### src/rtl/frame_capture_ctrl.sv
// Sequences one camera frame capture: MCU request, exposure-settling frame skip,
// decimator run window, readout handshake, and abort on missing decimator completion.
module frame_capture_ctrl #(
  parameter int TIMEOUT_FRAMES = 3
) (
  input  logic       pclk,
  input  logic       reset,
  input  logic       req,
  input  logic       ack,
  input  logic [2:0] skip_cnt,
  input  logic       vsync,
  input  logic       dec_done,
  output logic       dec_reset,
  output logic       busy,
  output logic       frame_ready,
  output logic [7:0] frame_id,
  output logic       timeout
);

  localparam logic [2:0] ST_IDLE    = 3'd0;
  localparam logic [2:0] ST_WAIT_VS = 3'd1;
  localparam logic [2:0] ST_CAPTURE = 3'd2;
  localparam logic [2:0] ST_READY   = 3'd3;
  localparam logic [2:0] ST_ERROR   = 3'd4;

  localparam logic [2:0] TO_LIMIT = TIMEOUT_FRAMES[2:0];

  logic       r_req_s1, r_req_s2, r_req_q;
  logic       r_ack_s1, r_ack_s2, r_ack_q;
  logic       r_vs_q;
  logic [2:0] r_state;
  logic [2:0] r_skip_left;
  logic [2:0] r_vs_cnt;

  logic       w_req_rise, w_ack_rise, w_vs_rise;
  logic [2:0] w_state_nxt;
  logic [2:0] w_skip_nxt;
  logic [2:0] w_vs_cnt_nxt;
  logic [2:0] w_vs_cnt_inc;
  logic       w_timeout_nxt;
  logic       w_frame_done;

  // req/ack come from MCU GPIOs; vsync is already in the pclk domain.
  always_ff @(posedge pclk or posedge reset) begin
    if (reset) begin
      r_req_s1 <= 1'b0;
      r_req_s2 <= 1'b0;
      r_req_q  <= 1'b0;
      r_ack_s1 <= 1'b0;
      r_ack_s2 <= 1'b0;
      r_ack_q  <= 1'b0;
      r_vs_q   <= 1'b0;
    end else begin
      r_req_s1 <= req;
      r_req_s2 <= r_req_s1;
      r_req_q  <= r_req_s2;
      r_ack_s1 <= ack;
      r_ack_s2 <= r_ack_s1;
      r_ack_q  <= r_ack_s2;
      r_vs_q   <= vsync;
    end
  end

  assign w_req_rise   = r_req_s2 & ~r_req_q;
  assign w_ack_rise   = r_ack_s2 & ~r_ack_q;
  assign w_vs_rise    = vsync & ~r_vs_q;
  assign w_vs_cnt_inc = r_vs_cnt + 3'd1;

  always_comb begin
    w_state_nxt  = r_state;
    w_skip_nxt   = r_skip_left;
    w_vs_cnt_nxt = r_vs_cnt;
    case (r_state)
      ST_IDLE: begin
        if (w_req_rise) begin
          w_state_nxt = ST_WAIT_VS;
          w_skip_nxt  = skip_cnt;
        end
      end
      ST_WAIT_VS: begin
        if (w_vs_rise) begin
          if (r_skip_left == 3'd0) begin
            w_state_nxt  = ST_CAPTURE;
            w_vs_cnt_nxt = 3'd0;
          end else begin
            w_skip_nxt = r_skip_left - 3'd1;
          end
        end
      end
      ST_CAPTURE: begin
        // A finished frame beats a timeout landing on the same edge.
        if (dec_done) begin
          w_state_nxt = ST_READY;
        end else if (w_vs_rise) begin
          w_vs_cnt_nxt = w_vs_cnt_inc;
          if (w_vs_cnt_inc == TO_LIMIT) begin
            w_state_nxt = ST_ERROR;
          end
        end
      end
      ST_READY: begin
        if (w_ack_rise) begin
          w_state_nxt = ST_IDLE;
        end
      end
      ST_ERROR: begin
        if (w_req_rise) begin
          w_state_nxt = ST_WAIT_VS;
          w_skip_nxt  = skip_cnt;
        end
      end
      default: begin
        w_state_nxt = ST_IDLE;
      end
    endcase
  end

  assign w_frame_done = (r_state == ST_CAPTURE) && (w_state_nxt == ST_READY);

  always_comb begin
    w_timeout_nxt = timeout;
    if ((r_state == ST_CAPTURE) && (w_state_nxt == ST_ERROR)) begin
      w_timeout_nxt = 1'b1;
    end else if ((r_state == ST_ERROR) && (w_state_nxt == ST_WAIT_VS)) begin
      w_timeout_nxt = 1'b0;
    end
  end

  // Outputs are decoded from the next state so they move on the same edge as the FSM.
  always_ff @(posedge pclk or posedge reset) begin
    if (reset) begin
      r_state     <= ST_IDLE;
      r_skip_left <= 3'd0;
      r_vs_cnt    <= 3'd0;
      dec_reset   <= 1'b1;
      busy        <= 1'b0;
      frame_ready <= 1'b0;
      frame_id    <= 8'd0;
      timeout     <= 1'b0;
    end else begin
      r_state     <= w_state_nxt;
      r_skip_left <= w_skip_nxt;
      r_vs_cnt    <= w_vs_cnt_nxt;
      dec_reset   <= ~((w_state_nxt == ST_CAPTURE) || (w_state_nxt == ST_READY));
      busy        <= (w_state_nxt == ST_WAIT_VS) || (w_state_nxt == ST_CAPTURE);
      frame_ready <= (w_state_nxt == ST_READY);
      timeout     <= w_timeout_nxt;
      if (w_frame_done) begin
        frame_id <= frame_id + 8'd1;
      end
    end
  end

endmodule

### config.mk
export PLATFORM = sky130hd
export DESIGN_NAME = frame_capture_ctrl
export DESIGN_NICKNAME = d
export VERILOG_FILES = /design/src/rtl/frame_capture_ctrl.sv
export SDC_FILE = /design/constraint.sdc
export NUM_CORES = 1
export LEC_CHECK = 0
export ABC_AREA = 1
export ABC_CLOCK_PERIOD_IN_PS = 1400
export BUFFER_PORTS_ARGS = -buffer_cell sky130_fd_sc_hd__buf_2
export CORE_UTILIZATION = 30
export CTS_BUF_LIST = sky130_fd_sc_hd__clkbuf_16
export DETAILED_ROUTE_END_ITERATION = 12
export PLACE_DENSITY_LB_ADDON = 0.05
export SYNTH_ARGS = -nofsm -noshare
export SYNTH_HDL_FRONTEND = slang
export SYNTH_SLANG_ARGS = --single-unit
### constraint.sdc
create_clock -name pclk -period 1.4 [get_ports pclk]
set_clock_uncertainty 0.1 [all_clocks]
set_input_delay 0.42 -clock pclk [delete_from_list [all_inputs] [get_ports pclk]]
set_output_delay 0.42 -clock pclk [all_outputs]
set_load 0.01 [all_outputs]
==> results.sh, run 1 <==
export IMPL_setup_tns_ns=0
export IMPL_avgSynthCellArea_um2=9.231
export IMPL_p_int_mw=2.058
export IMPL_syn_area_um2=1320
export IMPL_crit_fanout=1
export IMPL_ys_ff_latch=28
export IMPL_grt_busiest_layer="met2"
export IMPL_slew_viol_final=0
export IMPL_drtIter0Drc=23
export IMPL_grt_usage_pct=11.51
export IMPL_outcome="finished, final reports clean"
export IMPL_worst_r2r_cell_count=7
export IMPL_fin_area_um2=1717
export IMPL_synth_top_area_share_pct=51.18
export IMPL_path_cells="buf_6"
export IMPL_cts_path_max_buffers=2
export IMPL_diodes=0
export IMPL_io_buffers=20
export IMPL_syn_nets=157
export IMPL_final_setup_viol_count=0
export IMPL_cts_tree="built"
export IMPL_finalCritPeriodShare_pct=99.78
export IMPL_syn_instance_count=143
export IMPL_vias_per_cell=4.281
export IMPL_layout_commonest_cell="nand2_1"
export IMPL_clock_latency_ns=0.26
export IMPL_synth_area_leaders="dfrtp_1, nand2_1, inv_1, ha_1, nand3_1"
export IMPL_pwr_share_seq_pct=38.6
export IMPL_arrival_ns=0.88
export IMPL_drt_total_wl_um=2423
export IMPL_setup_worst_path_end_class="output pin"
export IMPL_htreeDepth=1
export IMPL_maxCapViolations=0
export IMPL_rsz0062_at_grt="true"
export IMPL_clock_sinks=28
export IMPL_syn_to_final_growth_pct=30.05
export IMPL_yosys_warnings=0
export IMPL_p_per_area_nw_per_um2=1871
export IMPL_drive_above_1_share_pct=37.64
export IMPL_num_nets_final=193
export IMPL_cp_start_kind="flop"
export IMPL_clkPwrFrac_pct=20.2
export IMPL_cpPeakStageDelay_ns=0.53
export IMPL_maxSlewHeadroom_pct=86.08
export IMPL_hold_class="in2async"
export IMPL_floorplan_rows=23
export IMPL_drc_errors=0
export IMPL_finalHoldViolCount=0
export IMPL_met1_usage_pct=15.32
export IMPL_cts_root_buf="clkbuf_16"
export IMPL_antenna_found_initial=0
export IMPL_nFillCells=407
export IMPL_place_hpwl_um=1789
export IMPL_ys_seq_area_share_pct=53.18
export IMPL_detailroute_via_count=976
export IMPL_cp_required_ns=0.88
export IMPL_grt_first_pass_wirelength_um=3891
export IMPL_clkSlewWorstSetupHoldPaths_ns=0.07
export IMPL_dieArea_um2=4669
export IMPL_p_switching_mw=1.154
export IMPL_worst_path_dominant_cell_family="flip-flops"
export IMPL_firstDrtPassIters=4
export IMPL_p_sw_share_pct=35.93
export IMPL_layout_common_cells="nand2_1, inv_1, dfrtp_1"
export IMPL_worstReg2RegStart="frame_id[0]"
export IMPL_grt_max_degree=29
export IMPL_worst_r2r_endpoint="frame_id[6]"
export IMPL_grtUsageMet3_pct=3.500
export IMPL_p_leak_nw=0.8588
export IMPL_met2_usage_pct=17.52
export IMPL_yosysUniqueCellTypes=22
export IMPL_path_buf_inv=1
export IMPL_post_dp_cell_area_um2=1540
export IMPL_cts_hold_fix_buffers=0
export IMPL_worstMarginPinSlew_ns=0.2083
export IMPL_die_height_um=68.33
export IMPL_finalCriticalPeriod_ns=1.397
export IMPL_core_area_um2=4115
export IMPL_pin_count=21
export IMPL_start_util_pct=32.08
export IMPL_fmax_ghz=0.7158
export IMPL_first_global_vias=868
export IMPL_rrSetupSlack_ns=0.07
export IMPL_peakVddDrop_mv=0.7130
export IMPL_gp_congestion=0.7343
export IMPL_yosysTopAreaCell="dfrtp_1"
export IMPL_ant_nets=0
export IMPL_critical_path_class="reg2out"
export IMPL_cts_buffers=3
export IMPL_critical_path_slowest_cell="dfstp_2"
export IMPL_combPwrFrac_pct=41.2
export IMPL_wl_per_cell_um=10.63
export IMPL_overflow=0
export IMPL_die_w_um=68.33
## synthesized netlist by cell type (all sizes together)
cell type,n
xor2,3
a21oi,1
nand2,39
o21ai,12
ha,5
nor2,14
dfrtp,27
nand3,11
nand4,1
inv,22
nor3,2
xnor2,3
nand3b,2
dfstp,1
## worst max path at each step
stage	startpoint	endpoint	depth (start not counted)	slack (ns)
after floorplan	r_skip_left[0]	r_vs_cnt[0]	7	0.12
after global placement	r_skip_left[0]	busy	8	0.05
after detailed placement	r_vs_cnt[0]	busy	9	0.03
after CTS	dec_reset	dec_reset	1	-0.009
after global routing	dec_reset	dec_reset	1	-0.03
final	dec_reset	dec_reset	1	0.003
## through the flow
| stage | instances | total power, mW | worst slack [ns] | hold slack (ns) | utilization (%) |
|---|---|---|---|---|---|
| after global placement | 219 | 2.345 | 0.04564 | 0.2316 | 37.43 |
| after CTS | 223 | 3.062 | -0.008904 | 0.07944 | 39.65 |
| final | 228 | 3.212 | 0.003031 | 0.07343 | 41.71 |
| after floorplan | 143 | 1.955 | 0.1208 | 0.2312 | - |
| after detailed placement | 219 | 2.356 | 0.02571 | 0.2347 | 37.43 |
| after global routing | 228 | 3.472 | -0.02821 | 0.09790 | 41.71 |
## flip-flops by register name, indices dropped and copies added (netlist names)
name         flops
frame_id         8
r_vs_q           1
r_ack_s1         1
frame_ready      1
r_ack_s2         1
dec_reset        1
r_ack_q          1
r_req_s2         1
r_vs_cnt         3
r_state          3
timeout          1
r_req_s1         1
r_skip_left      3
busy             1
r_req_q          1
## cell families (layout without fill, tap and decap cells)
group	after synthesis	count (layout)	share of synthesized area [%]
adders and majority gates	5	5	4.739
buffers and inverters	22	57	6.256
AOI/OAI and AO/OA	13	13	5.497
xor gates and xnor gates	6	6	3.982
and+or+nand+nor	69	69	26.35
DFF	28	28	53.18
## metal layers
metal / share of wire, % / up-vias
li1: - / 516
met1: 51 / 441
met2: 45 / 15
met3: 3.6 / 4
met4: 0.95 / 0
met5: 0 / -
## power by group through the flow
stage                     clock network, mW  logic (mW)  registers [mW]
after floorplan                           0       0.687            1.27
after global placement                    0        1.12            1.22
after detailed placement                  0        1.13            1.22
after CTS                             0.679        1.15            1.23
after global routing                  0.709        1.49            1.27
final                                 0.649        1.32            1.24
## area by class of cell
class / count / area (um2) / area share, %
flip-flops and latches: 28 / 709.4 / 41.33
multi-input cells: 93 / 571.8 / 33.31
repair buffers: 31 / 211.5 / 12.32
inverters: 22 / 82.58 / 4.810
clock buffers: 3 / 75.07 / 4.373
well taps: 50 / 62.56 / 3.644
clock inverters: 1 / 3.754 / 0.2187
## repair_timing
action                     4_1_cts  5_1_grt
buffers inserted                 1        5
setup endpoints to repair        2       17
pin swaps                        1        1
resized for setup                2       16
gates cloned                     0        0
Note: power is estimated with default switching activity, not from simulation.
==> inputs of run 2 (changes only) <==
--- a/config.mk
+++ b/config.mk
@@ -6,7 +6,7 @@
 export NUM_CORES = 1
 export LEC_CHECK = 0
 export ABC_AREA = 1
-export ABC_CLOCK_PERIOD_IN_PS = 1400
+export ABC_CLOCK_PERIOD_IN_PS = 1250
 export BUFFER_PORTS_ARGS = -buffer_cell sky130_fd_sc_hd__buf_2
 export CORE_UTILIZATION = 30
 export CTS_BUF_LIST = sky130_fd_sc_hd__clkbuf_16
==> constraint.sdc (replaced) <==
create_clock -name pclk -period 1.25 [get_ports pclk]
set_clock_uncertainty 0.1 [all_clocks]
set_input_delay 0.375 -clock pclk [delete_from_list [all_inputs] [get_ports pclk]]
set_output_delay 0.375 -clock pclk [all_outputs]
set_load 0.01 [all_outputs]
==> run 2 against run 1 <==
Critical path depth grew 1. Largest power group unchanged. Highest routed layer unchanged. Clock power rose by 12%. Sequential share of layout area is 6.7 points lower. Routed wire length is 19% higher. Largest cell class is now multi-input gates. Sequential power increased by 8%. Non-clock buffer count rose by 20. Register-to-register slack got worse by 0.13 ns. Total power up 35%. The run now ends with setup timing left.
==> results.sh, run 2 (same netlist as run 1, synthesis figures left out) <==
export IMPL_met2_usage_pct=26.59
export IMPL_overflow=0
export IMPL_final_setup_viol_count=22
export IMPL_vias_per_cell=4.403
export IMPL_slew_viol_final=0
export IMPL_pwr_share_seq_pct=30.9
export IMPL_p_switching_mw=1.588
export IMPL_finalCriticalPeriod_ns=1.370
export IMPL_worstMarginPinSlew_ns=0.2302
export IMPL_maxCapViolations=0
export IMPL_setup_tns_ns=-0.6167
export IMPL_cp_required_ns=0.78
export IMPL_syn_to_final_growth_pct=54.88
export IMPL_num_nets_final=213
export IMPL_grtUsageMet3_pct=2.833
export IMPL_hold_class="in2async"
export IMPL_maxSlewHeadroom_pct=84.59
export IMPL_finalCritPeriodShare_pct=109.6
export IMPL_violations="setup timing"
export IMPL_critical_path_class="reg2out"
export IMPL_pin_count=21
export IMPL_setup_worst_path_end_class="output pin"
export IMPL_die_w_um=68.33
export IMPL_wl_per_cell_um=11.59
export IMPL_die_height_um=68.33
export IMPL_start_util_pct=32.08
export IMPL_place_hpwl_um=1858
export IMPL_grt_max_degree=29
export IMPL_grt_first_pass_wirelength_um=5092
export IMPL_gp_congestion=0.7471
export IMPL_peakVddDrop_mv=0.7852
export IMPL_fmax_ghz=0.7301
export IMPL_outcome="finished, violations left"
export IMPL_p_sw_share_pct=36.67
export IMPL_finalHoldViolCount=0
export IMPL_cts_tree="built"
export IMPL_drive_above_1_share_pct=57.58
export IMPL_clock_latency_ns=0.26
export IMPL_grt_usage_pct=14.68
export IMPL_core_area_um2=4115
export IMPL_clkPwrFrac_pct=16.9
export IMPL_p_leak_nw=1.026
export IMPL_fin_area_um2=2044
export IMPL_cts_path_max_buffers=2
export IMPL_floorplan_rows=23
export IMPL_ant_nets=0
export IMPL_largest_register_ffs=8
export IMPL_nFillCells=404
export IMPL_cp_start_kind="flop"
export IMPL_first_global_vias=1159
export IMPL_drt_total_wl_um=2874
export IMPL_rsz0062_at_grt="true"
export IMPL_cts_root_buf="clkbuf_16"
export IMPL_layout_common_cells="buf_4, dfrtp_1, nand2_1"
export IMPL_drtIter0Drc=19
export IMPL_combPwrFrac_pct=52.3
export IMPL_regMostFlops="frame_id"
export IMPL_antenna_found_initial=0
export IMPL_layout_commonest_cell="buf_4"
export IMPL_firstDrtPassIters=4
export IMPL_drc_errors=0
export IMPL_crit_fanout=2
export IMPL_diodes=0
export IMPL_htreeDepth=1
export IMPL_p_per_area_nw_per_um2=2118
export IMPL_dieArea_um2=4669
export IMPL_cts_hold_fix_buffers=0
export IMPL_detailroute_via_count=1092
export IMPL_post_dp_cell_area_um2=1589
export IMPL_cts_buffers=3
export IMPL_io_buffers=20
export IMPL_p_int_mw=2.742
export IMPL_clock_sinks=28
export IMPL_grt_busiest_layer="met2"
export IMPL_clkSlewWorstSetupHoldPaths_ns=0.07
export IMPL_met1_usage_pct=16.84
export IMPL_arrival_ns=0.89
export IMPL_setup_ws_ns=-0.1197
run 2: cell types whose count changed in the layout (fill, tap and decap cells not counted), sizes merged:
cell / previous run / this run
buf: 31 / 51
run 2: layout make-up:
| class | count | area, um2 | area share [%] |
|---|---|---|---|
| multi-input cells | 93 | 723.2 | 35.37 |
| well taps | 50 | 62.56 | 3.060 |
| inverters | 22 | 82.58 | 4.039 |
| clock inverters | 1 | 3.754 | 0.1836 |
| flip-flops and latches | 28 | 708.2 | 34.64 |
| clock buffers | 3 | 75.07 | 3.672 |
| repair buffers | 51 | 389.1 | 19.03 |
run 2: final timing paths:
check | from | end | slack [ns] | cells past startpoint
setup / recovery | frame_id[0] | frame_id[0] | -0.12 | 2
hold / removal | reset | r_req_s1 | 0.03 | 3
setup reg to reg | r_vs_cnt[0] | busy | -0.06 | 9
max in group asynchronous | reset | dec_reset | 0.78 | 3
min in group pclk | ack | r_ack_s1 | 0.12 | 1
hold reg to reg | r_req_s1 | r_req_s2 | 0.25 | 0
run 2: layer usage:
layer | wire (um) | part of all wire (%)
met5 | 0 | 0
met4 | 37 | 1.3
met3 | 90 | 3.1
met2 | 1546 | 54
met1 | 1200 | 42
run 2: timing repair:
action / CTS / global route
setup endpoints to repair: 28 / 33
gates cloned: 0 / 0
resized for setup: 46 / 21
pin swaps: 21 / 17
buffers inserted: 16 / 3
endpoints found under the hold margin: 0 / 0
run 2: critical path, stage by stage, from the launching register on:
cell and delay, ns:
dfrtp_2 0.41, buf_6 0.12, buf_6 0.11
run 2: power by group through the flow:
stage	logic (mW)	clock network, mW	registers (mW)
5_1_grt	2.51	0.801	1.37
4_1_cts	2.07	0.757	1.33
3_3_place_gp	1.36	0	1.35
3_5_place_dp	1.36	0	1.35
6_report	2.26	0.730	1.34
2_1_floorplan	0.774	0	1.42
run 2: stage by stage:
step	hold slack, ns	std cells	setup WS, ns	util (%)	power [mW]
6_report	0.03409	248	-0.1197	49.68	4.329
4_1_cts	0.04047	245	-0.1220	47.37	4.166
5_1_grt	0.04278	248	-0.1557	49.68	4.678
3_5_place_dp	0.2364	225	-0.09133	38.61	2.718
3_3_place_gp	0.2328	225	-0.09659	38.61	2.710
2_1_floorplan	0.2312	143	0.002969	-	2.198
